## src/rtl/imm_pkg.sv

```systemverilog
// Shared immediate-format encodings and occupancy state for the RISC-V immediate generator.
package imm_pkg;

    localparam int unsigned IMMSRC_W = 3;

    localparam logic [IMMSRC_W-1:0] IMM_I   = 3'b000;
    localparam logic [IMMSRC_W-1:0] IMM_S   = 3'b001;
    localparam logic [IMMSRC_W-1:0] IMM_B   = 3'b010;
    localparam logic [IMMSRC_W-1:0] IMM_J   = 3'b011;
    localparam logic [IMMSRC_W-1:0] IMM_U   = 3'b100;
    localparam logic [IMMSRC_W-1:0] IMM_Z   = 3'b101;
    localparam logic [IMMSRC_W-1:0] IMM_SH  = 3'b110;
    localparam logic [IMMSRC_W-1:0] IMM_RSV = 3'b111;

    typedef enum logic [1:0] {
        EMPTY = 2'd0,
        ONE   = 2'd1,
        FULL  = 2'd2
    } occ_state_e;

endpackage

```

## src/rtl/imm_format.sv

```systemverilog
// Combinational immediate formatter: instruction word + format select -> XLEN immediate.
module imm_format
    import imm_pkg::*;
#(
    parameter int unsigned XLEN = 32
) (
    input  logic [31:0]          instr,
    input  logic [IMMSRC_W-1:0]  immsrc,
    output logic [XLEN-1:0]      immext_c,
    output logic                 illegal_c
);

    logic signed [31:0] imm_i;
    logic signed [31:0] imm_s;
    logic signed [31:0] imm_b;
    logic signed [31:0] imm_j;
    logic signed [31:0] imm_u;
    logic [5:0]         shamt;
    logic               unused_bits;

    assign imm_i = {{20{instr[31]}}, instr[31:20]};
    assign imm_s = {{20{instr[31]}}, instr[31:25], instr[11:7]};
    assign imm_b = {{19{instr[31]}}, instr[31], instr[7], instr[30:25], instr[11:8], 1'b0};
    assign imm_j = {{11{instr[31]}}, instr[31], instr[19:12], instr[20], instr[30:21], 1'b0};
    assign imm_u = {instr[31:12], 12'b0};

    // RV64 shifts take a 6-bit shamt; RV32 ignores instr[25].
    generate
        if (XLEN == 64) begin : g_shamt64
            assign shamt = instr[25:20];
        end else begin : g_shamt32
            assign shamt = {1'b0, instr[24:20]};
        end
    endgenerate

    assign unused_bits = ^{instr[6:0], instr[25]};

    always_comb begin
        immext_c  = '0;
        illegal_c = 1'b0;
        case (immsrc)
            IMM_I:   immext_c = XLEN'(imm_i);
            IMM_S:   immext_c = XLEN'(imm_s);
            IMM_B:   immext_c = XLEN'(imm_b);
            IMM_J:   immext_c = XLEN'(imm_j);
            IMM_U:   immext_c = XLEN'(imm_u);
            IMM_Z:   immext_c = XLEN'(instr[19:15]);
            IMM_SH:  immext_c = XLEN'(shamt);
            default: illegal_c = 1'b1;
        endcase
    end

endmodule

```

## src/rtl/imm_extend_pipe.sv

```systemverilog
// Pipelined immediate generator with 2-entry skid buffer and sideband tag.
// Optional simulation trace of every accepted input: define IMM_EXTEND_PIPE_TRACE_EN.
module imm_extend_pipe
    import imm_pkg::*;
#(
    parameter int unsigned XLEN  = 32,
    parameter int unsigned TAG_W = 4
) (
    input  logic                 clk,
    input  logic                 reset,
    input  logic                 in_valid,
    output logic                 in_ready,
    input  logic [31:0]          in_instr,
    input  logic [IMMSRC_W-1:0]  in_immsrc,
    input  logic [TAG_W-1:0]     in_tag,
    output logic                 out_valid,
    input  logic                 out_ready,
    output logic [XLEN-1:0]      out_immext,
    output logic [IMMSRC_W-1:0]  out_immsrc,
    output logic [TAG_W-1:0]     out_tag,
    output logic                 out_illegal
);

    occ_state_e state, state_d;

    logic [XLEN-1:0]     fmt_imm;
    logic                fmt_ill;
    logic [XLEN-1:0]     skid_imm;
    logic [IMMSRC_W-1:0] skid_src;
    logic [TAG_W-1:0]    skid_tag;
    logic                skid_ill;

    logic in_xfer_c;
    logic out_xfer_c;
    logic load_main_in;
    logic load_main_skid;
    logic load_skid;

    // Format on the input side so both registers hold finished immediates.
    imm_format #(.XLEN(XLEN)) u_fmt (
        .instr     (in_instr),
        .immsrc    (in_immsrc),
        .immext_c  (fmt_imm),
        .illegal_c (fmt_ill)
    );

    assign in_xfer_c  = in_valid && in_ready;
    assign out_xfer_c = out_valid && out_ready;

    always_ff @(posedge clk or posedge reset) begin
        if (reset) begin
            state     <= EMPTY;
            in_ready  <= 1'b0;
            out_valid <= 1'b0;
        end else begin
            state     <= state_d;
            in_ready  <= (state_d != FULL);
            out_valid <= (state_d != EMPTY);
        end
    end

    always_comb begin
        state_d        = state;
        load_main_in   = 1'b0;
        load_main_skid = 1'b0;
        load_skid      = 1'b0;
        unique case (state)
            EMPTY: begin
                if (in_xfer_c) begin
                    state_d      = ONE;
                    load_main_in = 1'b1;
                end
            end
            ONE: begin
                if (in_xfer_c && out_xfer_c) begin
                    load_main_in = 1'b1;
                end else if (in_xfer_c) begin
                    state_d   = FULL;
                    load_skid = 1'b1;
                end else if (out_xfer_c) begin
                    state_d = EMPTY;
                end
            end
            FULL: begin
                if (out_xfer_c) begin
                    state_d        = ONE;
                    load_main_skid = 1'b1;
                end
            end
            default: state_d = EMPTY;
        endcase
    end

    // Main output register and skid register.
    always_ff @(posedge clk or posedge reset) begin
        if (reset) begin
            out_immext  <= '0;
            out_immsrc  <= '0;
            out_tag     <= '0;
            out_illegal <= 1'b0;
            skid_imm    <= '0;
            skid_src    <= '0;
            skid_tag    <= '0;
            skid_ill    <= 1'b0;
        end else begin
            if (load_main_in) begin
                out_immext  <= fmt_imm;
                out_immsrc  <= in_immsrc;
                out_tag     <= in_tag;
                out_illegal <= fmt_ill;
            end else if (load_main_skid) begin
                out_immext  <= skid_imm;
                out_immsrc  <= skid_src;
                out_tag     <= skid_tag;
                out_illegal <= skid_ill;
            end
            if (load_skid) begin
                skid_imm <= fmt_imm;
                skid_src <= in_immsrc;
                skid_tag <= in_tag;
                skid_ill <= fmt_ill;
            end
        end
    end

`ifdef IMM_EXTEND_PIPE_TRACE_EN
    function automatic string fmt_name(input logic [IMMSRC_W-1:0] s);
        case (s)
            IMM_I:   return "I";
            IMM_S:   return "S";
            IMM_B:   return "B";
            IMM_J:   return "J";
            IMM_U:   return "U";
            IMM_Z:   return "Z";
            IMM_SH:  return "SH";
            default: return "ILL";
        endcase
    endfunction

    always_ff @(posedge clk) begin
        if (!reset && in_xfer_c) begin
            $display("[imm_extend_pipe] %s instr=%h imm=%h tag=%h",
                     fmt_name(in_immsrc), in_instr, fmt_imm, in_tag);
        end
    end
`else
    // Trace disabled: no simulation-only logic.
`endif

endmodule

```

## config.mk

```make
export PLATFORM = sky130hd
export DESIGN_NAME = imm_extend_pipe
export DESIGN_NICKNAME = d
export VERILOG_FILES = /design/src/rtl/imm_pkg.sv /design/src/rtl/imm_format.sv /design/src/rtl/imm_extend_pipe.sv
export SDC_FILE = /design/constraint.sdc
export NUM_CORES = 1
export LEC_CHECK = 0
export ABC_AREA = 1
export ABC_CLOCK_PERIOD_IN_PS = 2300
export BUFFER_PORTS_ARGS = -buffer_cell sky130_fd_sc_hd__buf_2
export CAP_MARGIN = 5
export CORE_MARGIN = 2
export CORE_UTILIZATION = 30
export CTS_CLUSTER_SIZE = 40
export DETAILED_ROUTE_END_ITERATION = 10
export GPL_TIMING_DRIVEN = 0
export PLACE_DENSITY = 0.52
export SETUP_SLACK_MARGIN = 0.5
export SYNTH_ARGS = -nofsm -noshare
export SYNTH_HDL_FRONTEND = slang
export SYNTH_SLANG_ARGS = --single-unit
```

## constraint.sdc

```tcl
create_clock -name clk -period 2.3 [get_ports clk]
set_input_delay 0.115 -clock clk [delete_from_list [all_inputs] [get_ports clk]]
set_output_delay 0.115 -clock clk [all_outputs]
set_load 0.005 [all_outputs]
```

Word level (Yosys, flattened, before mapping)
Cells that the tools add are included.
- eq/ne operators: 9
- multiplexer cells: 23
- reductions and logical operators: 8
- operators by type and width (operator ; number):
    32-bit one-hot mux with 7 select lines ; 1
    32-bit two-way mux ; 2
    2-bit two-way mux ; 5
    3-bit equality test, second input constant ; 3
    1-bit two-way mux ; 9
    4-bit two-way mux ; 2
    7-bit OR reduction ; 1
    3-bit by 2-bit equality test with 1-bit output, second input constant ; 2
    3-bit two-way mux ; 2
    2-bit one-hot mux with 3 select lines ; 1
    2-bit nonzero test ; 2
    3-bit by 1-bit equality test with 1-bit output, second input constant ; 1
    1-bit logical AND ; 3
    3-bit zero test ; 1
    2-bit by 1-bit equality test with 1-bit output, second input constant ; 1
    2-bit equality test, second input constant ; 1
    2-bit zero test ; 1
    2-bit != test, second input constant ; 1
    1-bit one-hot mux with 2 select lines ; 1
- register bits: 84
- output and inout bits: 42

Logic depth before layout (Yosys ltp)
- depth after elaboration: 6
- gate-level depth with buffers: 9
- gate-level depth less buffers: 8

Hierarchy
Synthesis repeated with hierarchy kept, for this count alone.
- cells, all modules: 608
- area, all modules: 4424.2 um^2
- modules (own cells, without submodules) (module ; times used ; cells an instance ; area each (um^2)):
    imm_extend_pipe ; 1 ; 503 ; 3908.7
    imm_format ; 1 ; 105 ; 515.5

Worst setup path before layout
OpenSTA, ideal clock, no wires.
- path kind: register to register
- from: reg out_valid
- to: reg skid_imm[16]
- data arrival time: 1.151 ns
- data required time: 2.171 ns
- path slack: 1.020 ns
- stages on the path, launching flop included: 7
- path buffers: 2
- period minus slack after synthesis: 1.280 ns
- cells stage by stage: dfrtp_1 > nand2_4 > nand2_4 > nor2_4 > buf_6 > buf_2 > a31oi_1
- word-level cells in the longest chain between the ends: 4
- ends and longest elaborated chain (item ; RTL line ; RTL):
    from (decl) ; imm_extend_pipe.sv:16 ; output logic out_valid,
    from (signal assigned) ; imm_extend_pipe.sv:58 ; out_valid <= (state_d != EMPTY);
    1-bit logical AND ; imm_extend_pipe.sv:48 ; assign out_xfer_c = out_valid && out_ready;
    1-bit logical AND ; imm_extend_pipe.sv:75 ; if (in_xfer_c && out_xfer_c) begin
    1-bit two-way mux ; imm_extend_pipe.sv:75 ;
    1-bit two-way mux ; imm_extend_pipe.sv:67 ; unique case (state)
    to (signal assigned) ; imm_extend_pipe.sv:118 ; skid_imm <= fmt_imm;
    to (decl) ; imm_extend_pipe.sv:28 ; logic [XLEN-1:0] skid_imm;
Every way passes these cells.
A chain may end at the register's enable or synchronous reset.

Worst setup path in the final report
- from: reg state[1]
- to: reg out_illegal
- word-level cells in the longest chain between the ends: 3
- ends and longest elaborated chain (item ; RTL line ; RTL):
    from (decl) ; imm_extend_pipe.sv:24 ; occ_state_e state, state_d;
    from (signal assigned) ; imm_extend_pipe.sv:56 ; state <= state_d;
    2-bit by 1-bit equality test with 1-bit output, or another cell as far along ; imm_extend_pipe.sv:67 ;
    1-bit one-hot mux with 2 select lines / 1-bit two-way mux (equally long branches) ; imm_extend_pipe.sv:67 ;
    1-bit two-way mux / 2-bit nonzero test (equally long branches) ; -- ;
    to (signal assigned) ; imm_extend_pipe.sv:110 ; out_illegal <= fmt_ill;
    to (signal assigned) ; imm_extend_pipe.sv:115 ; out_illegal <= skid_ill;
    to (decl) ; imm_extend_pipe.sv:21 ; output logic out_illegal
Parallel ways exist; a longest one is shown, timed or not.

==> metrics.txt <==
outcome finished, final reports clean; R2R depth 6; CTS sink cnt 84; worst hold start in_instr[13]; via/cell ratio 4.862; Tot Pwr 0.006309 W; worst r2r src state[1]; row count 42; DRT Pass-1 Iters 4; port bufs 75; Worst Tran Pin Value 0.5698 ns; # setup viols final 0; Core Footprint 13190 sq um; Achievable Freq 0.6758 GHz; gpl congestion 0.8529; Crit Path Category flip-flop to flip-flop; setup TNS 0 ns; critical path cell sequence inv_2 -> nand3_2 -> nor2_4 -> buf_2 -> nand2_1 -> o211ai_1; worst hold path type input pin to flip-flop; Max Root-Sink Buffers 2; #FFs+latches synth 84; PwrDens 1263 nW/um^2; vias in the first global route 3507; final critical-path required period 1.480 ns; max-cap violations 0; Final Skew 0.008257 ns; maximum vdd drop 0.4681 mV; WL/cell 15.42 um; sequential fraction of the synthesis area 52.22%; setup bufs post-CTS 0; Post-DP HPWL 8555 um; I/O pin count 85; layout cells sized above 1 24.21%; Initial Util 30.52%; remaining antenna violation count 0; Num CTS Buffers 9; initial antenna violation count 0; vias 3627; Crit. Startpoint state[1]; nature of the critical path endpoint flip-flop; Slew Limit Fails 0; Reg clk slew, reported paths 0.06 ns; Clock Tree Root clkbuf_16; largest net degree at the start of global routing 38; Area Growth Syn to Fin 24.06%; H-Tree Depth 3; Post-Syn Nets 519; cell count after synthesis 476; slew margin rel. 62.01%; average instance area after synthesis 8.456 sq um; number of flops mapped to enable cells by yosys 0; gr usage total 16.50%; Hold Path Stages 3; # hold bufs at CTS 1; DRT Wirelength 11500 um; CTS tree built; DIE HEIGHT 119.8 um; crit-path max FO 10; global-route wire length before repair 18440 um; synthesized area 4025 sq um; final period utilization 64.33%; unrepaired setup endpoints after global routing no; total grt overflow 0; Arr. time, crit path 1.73 ns; DRC viols 0; # resized after CTS 0; Yosys cell types 27; ANT cells 0; Worst-Skew Late Latency 0.34 ns; DRT iter0 DRCs 255; CP Launch Type flip-flop; slowest stage delay, CP 0.40 ns; Slowest cell on crit path dfrtp_1; leak pwr 2.455 nW; Main synth FF type dfrtp_1; DIE AREA 14360 sq um; Die W 119.8 um; Critical Path RT 2.55 ns; final net count 608; fraction of registers with async set or reset after synthesis 100.0%; Final Hold Viols 0; yosys warns 0
==> metrics by stage <==
step           hold WS [ns]  setup slack [ns]  util [%]  instances  area (sq um)
6_report            0.05660            0.8203     37.86        746          4994
5_1_grt             0.06721            0.6921     37.86        746          4994
4_1_cts             0.04456            0.7983     37.86        746          4994
3_5_place_dp         0.1645            0.8115     35.36        729          4664
3_3_place_gp         0.4065            0.5866     35.06        727          4624
2_1_floorplan        0.2791             1.020         -        476          4029
==> cell families (layout without fill, tap and decap cells) <==
kind of cell / count (synthesis) / count (layout) / share of synthesized area [%]
and+or+nand+nor: 251 / 251 / 27.85
buffers and inverters: 62 / 156 / 7.802
DFF: 84 / 84 / 52.22
AOI/OAI and AO/OA: 79 / 79 / 12.12
==> path summary, 6_finish.rpt <==
kind,to,slack (ns)
max reg2reg,out_illegal,0.82
min in group asynchronous,out_immext[7],0.34
min reg2reg,skid_src[1],0.49
max in group asynchronous,skid_imm[15],1.41
min,skid_imm[13],0.06
max,out_illegal,0.82
==> critical path: cells and delay by family, from the launching register on <==
kind / cells / cell delay (ns)
simple gates: 3 / 0.49
compound gates: 1 / 0.10
flops: 1 / 0.40
buf+inv: 2 / 0.39
==> Yosys cell counts, types with 3 or more instances <==
| cell type | n | area share [%] |
|---|---|---|
| o21ai_1 | 5 | 0.62 |
| a31oi_1 | 10 | 1.6 |
| a21oi_1 | 9 | 1.1 |
| nand4_1 | 26 | 4.0 |
| nand2_1 | 164 | 15 |
| o211ai_1 | 25 | 4.7 |
| nand3_1 | 37 | 4.6 |
| buf_6 | 6 | 1.7 |
| nor2_1 | 14 | 1.3 |
| clkbuf_1 | 3 | 0.28 |
| inv_2 | 6 | 0.56 |
| o21ai_0 | 27 | 3.4 |
| buf_2 | 19 | 2.4 |
| nor2_4 | 3 | 0.84 |
| inv_1 | 22 | 2.1 |
| dfrtp_1 | 84 | 52 |
==> state kept, by name, indices dropped and copies added (netlist names) <==
name,cells
out_valid,1
out_illegal,1
state,2
skid_ill,1
skid_src,3
out_tag,4
skid_tag,4
out_immsrc,3
in_ready,1
out_immext,32
skid_imm,32
==> power breakdown <==
part / internal (W) / leakage (nW) / switching (W)
Clock: 0.000981 / 0.153 / 0.000592
Combinational: 0.000905 / 1.24 / 0.00128
Sequential: 0.00219 / 1.06 / 0.000361
Total: 0.00408 / 2.46 / 0.00223
==> layout by cell type (no fill, tap or decap) <==
cell and instances:
nand2_1 164, buf_2 94, dfrtp_1 84, nand3_1 37
o21ai_0 27, nand4_1 26, o211ai_1 25, inv_1 21
nor2_1 14, a31oi_1 10, a21oi_1 9, clkbuf_16 9
inv_2 6, buf_6 6, clkbuf_1 5, o21ai_1 5
nor2_4 3, nand2_4 2, nand2_2 2, buf_1 2
inv_4 2, buf_4 2, clkinvlp_4 2, bufinv_16 2
buf_12 2, nand3_2 1, nor2_8 1, o21ai_2 1
a21oi_4 1, or2_1 1, a22oi_1 1, clkinv_2 1
clkbuf_8 1, dlygate4sd3_1 1
==> metal layers <==
layer | vias to the layer above | wire length [um] | GRT usage, %
met5 | - | 0 | 0
met1 | 1736 | 5361 | 22.68
met3 | 11 | 679 | 4.135
li1 | 1775 | - | -
met4 | 0 | 135 | 4.632
met2 | 105 | 5327 | 25.86
==> layout make-up <==
type	instances	area (sq um)
sequential	84	2102
tap	176	220.2
buffer	32	196.4
clock inverter	4	72.57
inverter	30	121.4
fill	1361	8197
multi-input combinational	330	1609
clock buffer	12	246.5
timing repair buffer	78	425.4
No activity file was read; power rests on OpenSTA's default activity.
